## src/rtl/div_seq_param_if.sv

```systemverilog
// Handshake and operand/result bundle for the sequential divider.
interface div_seq_param_if #(
   parameter int W = 8
);
   logic         start;
   logic         mode;
   logic [W-1:0] x;
   logic [W-1:0] y;
   logic [W-1:0] z;
   logic [W-1:0] r;
   logic         busy;
   logic         done;
   logic         dbz;
   logic         ovf;

   modport master (
      output start, mode, x, y,
      input  z, r, busy, done, dbz, ovf
   );

   modport slave (
      input  start, mode, x, y,
      output z, r, busy, done, dbz, ovf
   );
endinterface

```

## src/rtl/div_seq_param.sv

```systemverilog
// Sequential radix-2 non-restoring signed divider, W-bit operands,
// sign-magnitude or two's-complement selected per operation.
//
// state  | meaning
// -------+-----------------------------------------------------------
// IDLE   | waiting for start; operands latched and converted on accept
// RUN    | one quotient bit per cycle, MSB first, W cycles
// FIN    | remainder correction, sign application, results + done
module div_seq_param #(
   parameter int W = 8
) (
   input  logic            clk,
   input  logic            rst_n,
   div_seq_param_if.slave  bus
);

   localparam logic [1:0] S_IDLE = 2'd0;
   localparam logic [1:0] S_RUN  = 2'd1;
   localparam logic [1:0] S_FIN  = 2'd2;
   localparam int         CW     = $clog2(W + 1);

   logic [1:0]    state;
   logic [CW-1:0] cnt;
   logic [W:0]    p;
   logic [W-1:0]  q;
   logic [W-1:0]  d;
   logic [W-1:0]  x_lat;
   logic          mode_lat;
   logic          sx;
   logic          sy;

   logic [W-1:0]  z_q;
   logic [W-1:0]  r_q;
   logic          done_q;
   logic          dbz_q;
   logic          ovf_q;

   logic [W-1:0]  x_mag;
   logic [W-1:0]  y_mag;
   logic [W:0]    p_sh;
   logic [W:0]    p_nx;
   logic [W-1:0]  q_nx;
   logic [W-1:0]  r_mag;
   logic          sz;
   logic [W-1:0]  z_o;
   logic [W-1:0]  r_o;
   logic          dbz_o;
   logic          ovf_o;

   // Operand magnitudes from the live inputs; only used on the accepting edge.
   always_comb begin
      x_mag = '0;
      y_mag = '0;
      if (bus.mode) begin
         x_mag = bus.x[W-1] ? (~bus.x + W'(1)) : bus.x;
         y_mag = bus.y[W-1] ? (~bus.y + W'(1)) : bus.y;
      end else begin
         x_mag = {1'b0, bus.x[W-2:0]};
         y_mag = {1'b0, bus.y[W-2:0]};
      end
   end

   // One non-restoring step; the partial remainder never leaves [-d, d).
   always_comb begin
      p_sh = {p[W-1:0], q[W-1]};
      p_nx = p[W] ? (p_sh + {1'b0, d}) : (p_sh - {1'b0, d});
      q_nx = {q[W-2:0], ~p_nx[W]};
   end

   // Final remainder correction and output encoding, consumed in FIN.
   always_comb begin
      r_mag = p[W] ? (p[W-1:0] + d) : p[W-1:0];
      sz    = sx ^ sy;
      z_o   = '0;
      r_o   = '0;
      dbz_o = 1'b0;
      ovf_o = 1'b0;
      if (d == '0) begin
         z_o   = '1;
         r_o   = x_lat;
         dbz_o = 1'b1;
      end else if (mode_lat) begin
         z_o   = sz ? -q : q;
         r_o   = sx ? -r_mag : r_mag;
         // only -2^(W-1) / -1 yields a positive quotient of 2^(W-1)
         ovf_o = ~sz & q[W-1];
      end else begin
         // zero magnitudes drop the sign so -0 never appears
         z_o = {sz & (|q[W-2:0]), q[W-2:0]};
         r_o = {sx & (|r_mag[W-2:0]), r_mag[W-2:0]};
      end
   end

   // Control FSM, iteration datapath and registered results.
   always_ff @(posedge clk or negedge rst_n) begin
      if (!rst_n) begin
         state    <= S_IDLE;
         cnt      <= '0;
         p        <= '0;
         q        <= '0;
         d        <= '0;
         x_lat    <= '0;
         mode_lat <= 1'b0;
         sx       <= 1'b0;
         sy       <= 1'b0;
         z_q      <= '0;
         r_q      <= '0;
         done_q   <= 1'b0;
         dbz_q    <= 1'b0;
         ovf_q    <= 1'b0;
      end else begin
         done_q <= 1'b0;
         case (state)
            S_IDLE: begin
               if (bus.start) begin
                  x_lat    <= bus.x;
                  mode_lat <= bus.mode;
                  sx       <= bus.x[W-1];
                  sy       <= bus.y[W-1];
                  q        <= x_mag;
                  d        <= y_mag;
                  p        <= '0;
                  cnt      <= '0;
                  state    <= S_RUN;
               end
            end
            S_RUN: begin
               p   <= p_nx;
               q   <= q_nx;
               cnt <= cnt + CW'(1);
               if (cnt == CW'(W - 1)) begin
                  state <= S_FIN;
               end
            end
            S_FIN: begin
               z_q    <= z_o;
               r_q    <= r_o;
               dbz_q  <= dbz_o;
               ovf_q  <= ovf_o;
               done_q <= 1'b1;
               state  <= S_IDLE;
            end
            default: state <= S_IDLE;
         endcase
      end
   end

   assign bus.busy = (state != S_IDLE);
   assign bus.done = done_q;
   assign bus.z    = z_q;
   assign bus.r    = r_q;
   assign bus.dbz  = dbz_q;
   assign bus.ovf  = ovf_q;

endmodule

```

## src/flat_wrapper.sv

```systemverilog
// flat-port wrapper written by rule: the top's interface ports become plain ports
module div_seq_param_flat 
#(
   parameter int W = 8
)
  (clk, rst_n, bus_start, bus_mode, bus_x, bus_y, bus_z, bus_r, bus_busy, bus_done, bus_dbz, bus_ovf);
  div_seq_param_if #(.W(W)) bus_i ();
  input  logic clk;
  input  logic rst_n;
  input wire logic [$bits(bus_i.start)-1:0] bus_start;
  input wire logic [$bits(bus_i.mode)-1:0] bus_mode;
  input wire logic [$bits(bus_i.x)-1:0] bus_x;
  input wire logic [$bits(bus_i.y)-1:0] bus_y;
  output wire logic [$bits(bus_i.z)-1:0] bus_z;
  output wire logic [$bits(bus_i.r)-1:0] bus_r;
  output wire logic [$bits(bus_i.busy)-1:0] bus_busy;
  output wire logic [$bits(bus_i.done)-1:0] bus_done;
  output wire logic [$bits(bus_i.dbz)-1:0] bus_dbz;
  output wire logic [$bits(bus_i.ovf)-1:0] bus_ovf;
  assign bus_i.start = bus_start;
  assign bus_i.mode = bus_mode;
  assign bus_i.x = bus_x;
  assign bus_i.y = bus_y;
  assign bus_z = bus_i.z;
  assign bus_r = bus_i.r;
  assign bus_busy = bus_i.busy;
  assign bus_done = bus_i.done;
  assign bus_dbz = bus_i.dbz;
  assign bus_ovf = bus_i.ovf;
  div_seq_param #(.W(W)) u_core (.clk(clk), .rst_n(rst_n), .bus(bus_i));
endmodule
```

## config.mk

```make
export PLATFORM = sky130hd
export DESIGN_NAME = div_seq_param_flat
export DESIGN_NICKNAME = d
export VERILOG_FILES = /design/src/rtl/div_seq_param_if.sv /design/src/rtl/div_seq_param.sv /design/src/flat_wrapper.sv
export SDC_FILE = /design/constraint.sdc
export NUM_CORES = 1
export LEC_CHECK = 0
export ABC_AREA = 1
export CORE_MARGIN = 1
export CORE_UTILIZATION = 57
export CTS_BUF_LIST = sky130_fd_sc_hd__clkbuf_4 sky130_fd_sc_hd__clkbuf_8 sky130_fd_sc_hd__clkbuf_16
export DETAILED_ROUTE_END_ITERATION = 10
export PLACE_DENSITY = 0.8
export SLEW_MARGIN = 10
export SYNTH_ARGS = -nofsm -noshare
export SYNTH_HDL_FRONTEND = slang
export SYNTH_SLANG_ARGS = --single-unit
```

## constraint.sdc

```tcl
create_clock -name clk -period 2.56 [get_ports clk]
set_clock_uncertainty 0.1 [all_clocks]
set_input_delay 0.256 -clock clk [delete_from_list [all_inputs] [get_ports clk]]
set_output_delay 0.256 -clock clk [all_outputs]
set_load 0.01 [all_outputs]
```

After elaboration in Yosys (flattened, before gate mapping)

Index checks and enable logic that the tools add are counted.

Eq/ne operators: 5
$add $sub $neg: 8
Bitwise gates (word level): 8
Reduce and logical (&&, ||, !) cells: 9
Muxes and demuxes: 25

Operators by type and width:

| kind                                                                   | count |
|---|---|
| 8-bit two-way mux                                                      | 12 |
| 9-bit two-way mux                                                      | 2 |
| 9-bit case mux with 2 select lines                                     | 1 |
| 8-bit by 1-bit adder with 8-bit output (second input constant)         | 2 |
| 8-bit negator                                                          | 2 |
| 8-bit NOT                                                              | 2 |
| 8-bit case mux with 2 select lines                                     | 1 |
| 7-bit OR reduction                                                     | 2 |
| 9-bit by 8-bit adder with 9-bit output                                 | 1 |
| 9-bit by 8-bit subtractor with 9-bit output                            | 1 |
| 8-bit adder                                                            | 1 |
| 8-bit logical NOT                                                      | 1 |
| 4-bit case mux with 2 select lines                                     | 1 |
| 2-bit AND reduction                                                    | 3 |
| 4-bit by 1-bit adder with 4-bit output (second input constant)         | 1 |
| 4-bit by 3-bit equality test with 1-bit output (second input constant) | 1 |
| 1-bit two-way mux                                                      | 4 |
| 2-bit two-way mux                                                      | 2 |
| 4-bit two-way mux                                                      | 1 |
| 2-bit case mux with 2 select lines                                     | 1 |
| 2-bit nonzero test                                                     | 2 |
| 1-bit AND                                                              | 3 |
| 2-bit by 1-bit equality test with 1-bit output (second input constant) | 1 |
| 2-bit equality test (second input constant)                            | 1 |
| other kinds (5)                                                        | 6 |

Register bits: 61
Word-level logic and storage cells: 69
Bits of input ports: 20
Output and inout bits: 20

Depth between registers and ports, before layout

Depth in word-level cells: 6
Depth in mapped cells: 16
Depth with buffers taken out: 16

Worst setup path before layout

Ideal clock, no wire load.

Path kind: reg2reg
Start point: register u_core.d[1]
End point: register u_core.q[0]
Buffers on the path: 0
Setup slack: 0.195 ns
Arrival: 2.144 ns
Cell stages (with the launch flop): 16
Period minus slack after synthesis: 2.365 ns
Cells stage by stage: dfrtp_1 > inv_1 > ha_1 > inv_1 > o21ai_0 > inv_1 > fa_1 > inv_1 > a21oi_1 > o21ai_1 > a21o_1 > nor2_1 > nor2_1 > nand2_1 > nand2_1 > o21ai_1

Longest elaborated chain between the ends: 4
Elaborated cells between the ends (all ways): 5
Those cells by class: add/sub (2); mux (2); bitwise (1)

Ends and longest elaborated chain:

| what                                                                                                         | RTL line             | text |
|---|---|---|
| start, declared                                                                                              | div_seq_param.sv:26  | `logic [W-1:0] d;` |
| start signal, assigned                                                                                       | div_seq_param.sv:121 | `d <= y_mag;` |
| 9-bit by 8-bit subtractor with 9-bit output / 9-bit by 8-bit adder with 9-bit output (equally long branches) | div_seq_param.sv:66  | `p_nx = p[W] ? (p_sh + {1'b0, d}) : (p_sh - {1'b0, d});` |
| 9-bit two-way mux *                                                                                          | div_seq_param.sv:66  |  |
| 1-bit NOT *                                                                                                  | div_seq_param.sv:67  | `q_nx = {q[W-2:0], ~p_nx[W]};` |
| 8-bit case mux with 2 select lines *                                                                         | div_seq_param.sv:113 | `case (state)` |
| end signal, assigned                                                                                         | div_seq_param.sv:120 | `q <= x_mag;` |
| end signal, assigned                                                                                         | div_seq_param.sv:129 | `q <= q_nx;` |
| end, declared                                                                                                | div_seq_param.sv:25  | `logic [W-1:0] q;` |

Every way passes the cells marked *; elsewhere a longest branch is shown, timed or not.
A chain may end at the register's enable or synchronous reset.

Worst setup path after layout

Start point: register u_core.d[0]
End point: register u_core.q[0]

The elaborated chain is that of the path after synthesis.

==> qor.txt <==
First-pass GRT wire length -> 16.2 mm
Number of enable flip-flop cells after synthesis -> 0
Ports -> 40
Hold Vio Cnt, Final -> 0
IO Port Bufs -> 39
TritonCTS Buffers -> 9
FF-to-FF setup slack -> 90 ps
Int Power -> 0.00371 W
Synth Flop Type -> dfrtp_1
Vias in the first global route -> 3409
Top cell type's share of synthesized area -> 0.386
Worst r2r dst -> u_core.q[0]$_DFFE_PN0P_
FILL cells -> 518
Status -> finished, violations left
Mapped cell area -> 3890 um^2
TritonCTS Sinks -> 60
Max IR drop VDD -> 0.859 mV
GRT overflow -> 0
Crit path time final -> 2470 ps
FF-to-FF Start -> u_core.d[0]$_DFFE_PN0P_
FP Rows -> 29
Reg2reg path depth -> 15
Initial Util -> 0.602
Core area -> 6460 um^2
Commonest cells post-synth -> nand2_1 (133), dfrtp_1 (60), inv_1 (50)
Largest net degree at the start of global routing -> 40
Slew HR -> 0.638
Crit path DAT -> 2600 ps
Worst path cell trace -> inv_1 -> ha_1 -> inv_1 -> o21ai_2 -> inv_2 -> fa_2 -> inv_2 -> a21oi_2 -> o21ai_2 -> a21o_1 -> nor2_1 -> nor2_1 -> nand2_1 -> nand2_1 -> o21ai_1
Synth Instances -> 518
Final HPWL DP -> 7.34 mm
Pwr/cell area -> 1520 nW/um^2
Drc violations -> 1
Cell area after placement -> 4420 um^2
Worst Path Max Fanout -> 5
Crit share post-route -> 0.963
Fmax -> 405 MHz
CP top delay family -> compound AO/OA/AOI/OAI gates
Critical Path End Type -> flip-flop
Hold/Removal Path Class -> in2async
Placed Cells -> 636
Mapped Nets -> 561
Drt first pass iters -> 10
All-Layer GR Usage -> 0.295
Post-layout instance area -> 4700 um^2
DIE AREA -> 7160 um^2
CTS Buffer Depth -> 2
Layout Cells excl Fill -> 657
Layout cell share with drive strength beyond 1 -> 0.121
Leak Pwr -> 2.28 nW
Synthesized flop and latch total -> 60
Layout net count -> 618
Clock share of power -> 0.122
Vias -> 3593
Worst Path Buf+Inv -> 4
H-tree depth -> 3
Main area contributors after synthesis -> dfrtp_1 (39%), nand2_1 (13%), ha_1 (6.8%)
Total Wirelength -> 9.80 mm
Combinational power share -> 0.627
Number of antenna diodes -> 0
Slowest stage cell, crit path -> dfrtp_1
Setup crit start kind -> flip-flop
Failing checks -> DRC
Unique masters post-synth -> 40
CTS tree -> built
Clk root buf -> clkbuf_8
Post-DRT Antenna Nets -> 0
Via/cell ratio -> 5.47
Initial antenna violation count -> 0
Syn Area/Cell -> 7.51 um^2
WS Path Type -> reg2reg
Clock latency on the worst-skew pair -> 350 ps
Most frequent cell after synthesis -> nand2_1
Sw Share -> 0.481
Clk slew on worst S/H paths -> 70 ps
Post-synthesis sequential area ratio -> 0.386
CP required -> 2700 ps
Slew Viols, Final -> 0
Switching pwr -> 0.00344 W
Area growth syn-to-layout -> 20.9%
Sequential power share -> 0.252
DIE HEIGHT -> 84.6 um
Detailed-route wire length per cell -> 14.9 um
First DRT Iteration DRCs -> 286
Setup-failing EPs final -> 0
RSZ-0062 raised after global routing -> yes
Crit path largest cell delay -> 430 ps
Leading area contributor after synthesis -> dfrtp_1
Yosys Warn Count -> 0
Max_cap viols -> 0
Worst-Margin Slew -> 543 ps
Die Width -> 84.6 um
Routability cong. -> 0.868
Asr flop ratio synth -> 1.00
logic make-up after synthesis:
group | synth area share
xor gates and xnor gates | 0.0631
DFF | 0.386
and+or+nand+nor | 0.234
adders and majority gates | 0.0779
AOI/OAI and AO/OA | 0.156
buffers and inverters | 0.0833
worst max path at each step:
stage / start / to / cells after the start
finish: u_core.d[0]$_DFFE_PN0P_ / u_core.q[0]$_DFFE_PN0P_ / 15
floorplan: u_core.d[1]$_DFFE_PN0P_ / u_core.q[0]$_DFFE_PN0P_ / 15
global placement: u_core.d[0]$_DFFE_PN0P_ / u_core.q[0]$_DFFE_PN0P_ / 15
global route: u_core.d[0]$_DFFE_PN0P_ / u_core.q[0]$_DFFE_PN0P_ / 15
CTS: u_core.d[0]$_DFFE_PN0P_ / u_core.q[0]$_DFFE_PN0P_ / 15
detailed placement: u_core.d[0]$_DFFE_PN0P_ / u_core.q[0]$_DFFE_PN0P_ / 15
what timing repair did:
| item | in CTS | in global routing |
|---|---|---|
| setup buffers | 0 | 4 |
| gates resized for setup | 2 | 14 |
| endpoints found under the hold margin | 21 | 0 |
| setup endpoints to repair | 3 | 7 |
| hold buffers | 1 | 0 |
| pin swaps | 0 | 10 |
power by group through the flow:
stage,clock network (W),registers [W],logic (W)
2_1_floorplan,0,0.00175,0.00304
5_1_grt,0.000916,0.00184,0.00504
3_5_place_dp,0,0.00179,0.00417
4_1_cts,0.000873,0.00178,0.00423
3_3_place_gp,0,0.00177,0.00408
6_report,0.000869,0.00180,0.00447
worst reg2reg max path, delay by kind of cell, from the launching register on:
kind | cells | cell delay (ps)
flops | 1 | 430
fa+ha+maj | 2 | 630
buf+inv | 4 | 240
simple gates | 4 | 330
compound gates | 5 | 650
layout by cell type (no fill, tap or decap), types with 3 or more instances in the layout:
cell and count:
nor2_1 43, nand3_1 28, clkbuf_8 9, inv_1 47, xnor2_1 4, nor3_1 5, buf_4 16, xor2_1 24
clkdlybuf4s50_1 38, clkinvlp_4 3, clkinv_1 4, ha_1 20, inv_2 16, o21ai_0 22, o211ai_1 4, a22oi_1 4
a21oi_1 27, o21ai_1 29, dfrtp_1 60, nand4_1 3, o21ai_2 4, o22ai_1 4, nand2_1 133, o221ai_1 3
through the flow:
stage | hold WS, ps | power, W | setup WS [ps] | utilization | setup TNS, ps
final | 361 | 0.00714 | 93.9 | 0.728 | 0
after global routing | 408 | 0.00780 | -54.0 | 0.728 | -82.5
after CTS | 318 | 0.00688 | 19.5 | 0.717 | 0
after detailed placement | 167 | 0.00596 | -74.2 | 0.685 | -122
after global placement | 159 | 0.00584 | 99.3 | 0.685 | 0
after floorplan | -140 | 0.00479 | 195 | - | 0
routing by layer:
metal | track usage | share of wire | up-vias
met5 | 0 | 0 | -
met4 | 0.0940 | 0.020 | 0
met3 | 0.0659 | 0.051 | 22
met2 | 0.463 | 0.45 | 121
met1 | 0.408 | 0.48 | 1647
li1 | - | - | 1803
registers in the layout (all words and copies together), names as in the netlist:
| register | count |
|---|---|
| u_core.bus.ovf | 1 |
| u_core.bus.done | 1 |
| u_core.bus.dbz | 1 |
| u_core.mode_lat | 1 |
| u_core.p | 9 |
| u_core.cnt | 4 |
| u_core.bus.z | 8 |
| u_core.sy | 1 |
| u_core.state | 2 |
| u_core.x_lat | 7 |
| u_core.bus.r | 8 |
| u_core.q | 8 |
| u_core.sx | 1 |
| u_core.d | 8 |
area by class of cell:
type                            instances  area [um^2]  area share
Clock buffer                           10          131      0.0279
Clock inverter                          6         63.8      0.0136
Inverter                               69          265      0.0564
Multi-Input combinational cell        378         2110       0.448
Sequential cell                        60         1500       0.319
Tap cell                               77         96.3      0.0205
Timing Repair Buffer                   57          536       0.114
Note: power is estimated with default switching activity, not from simulation.
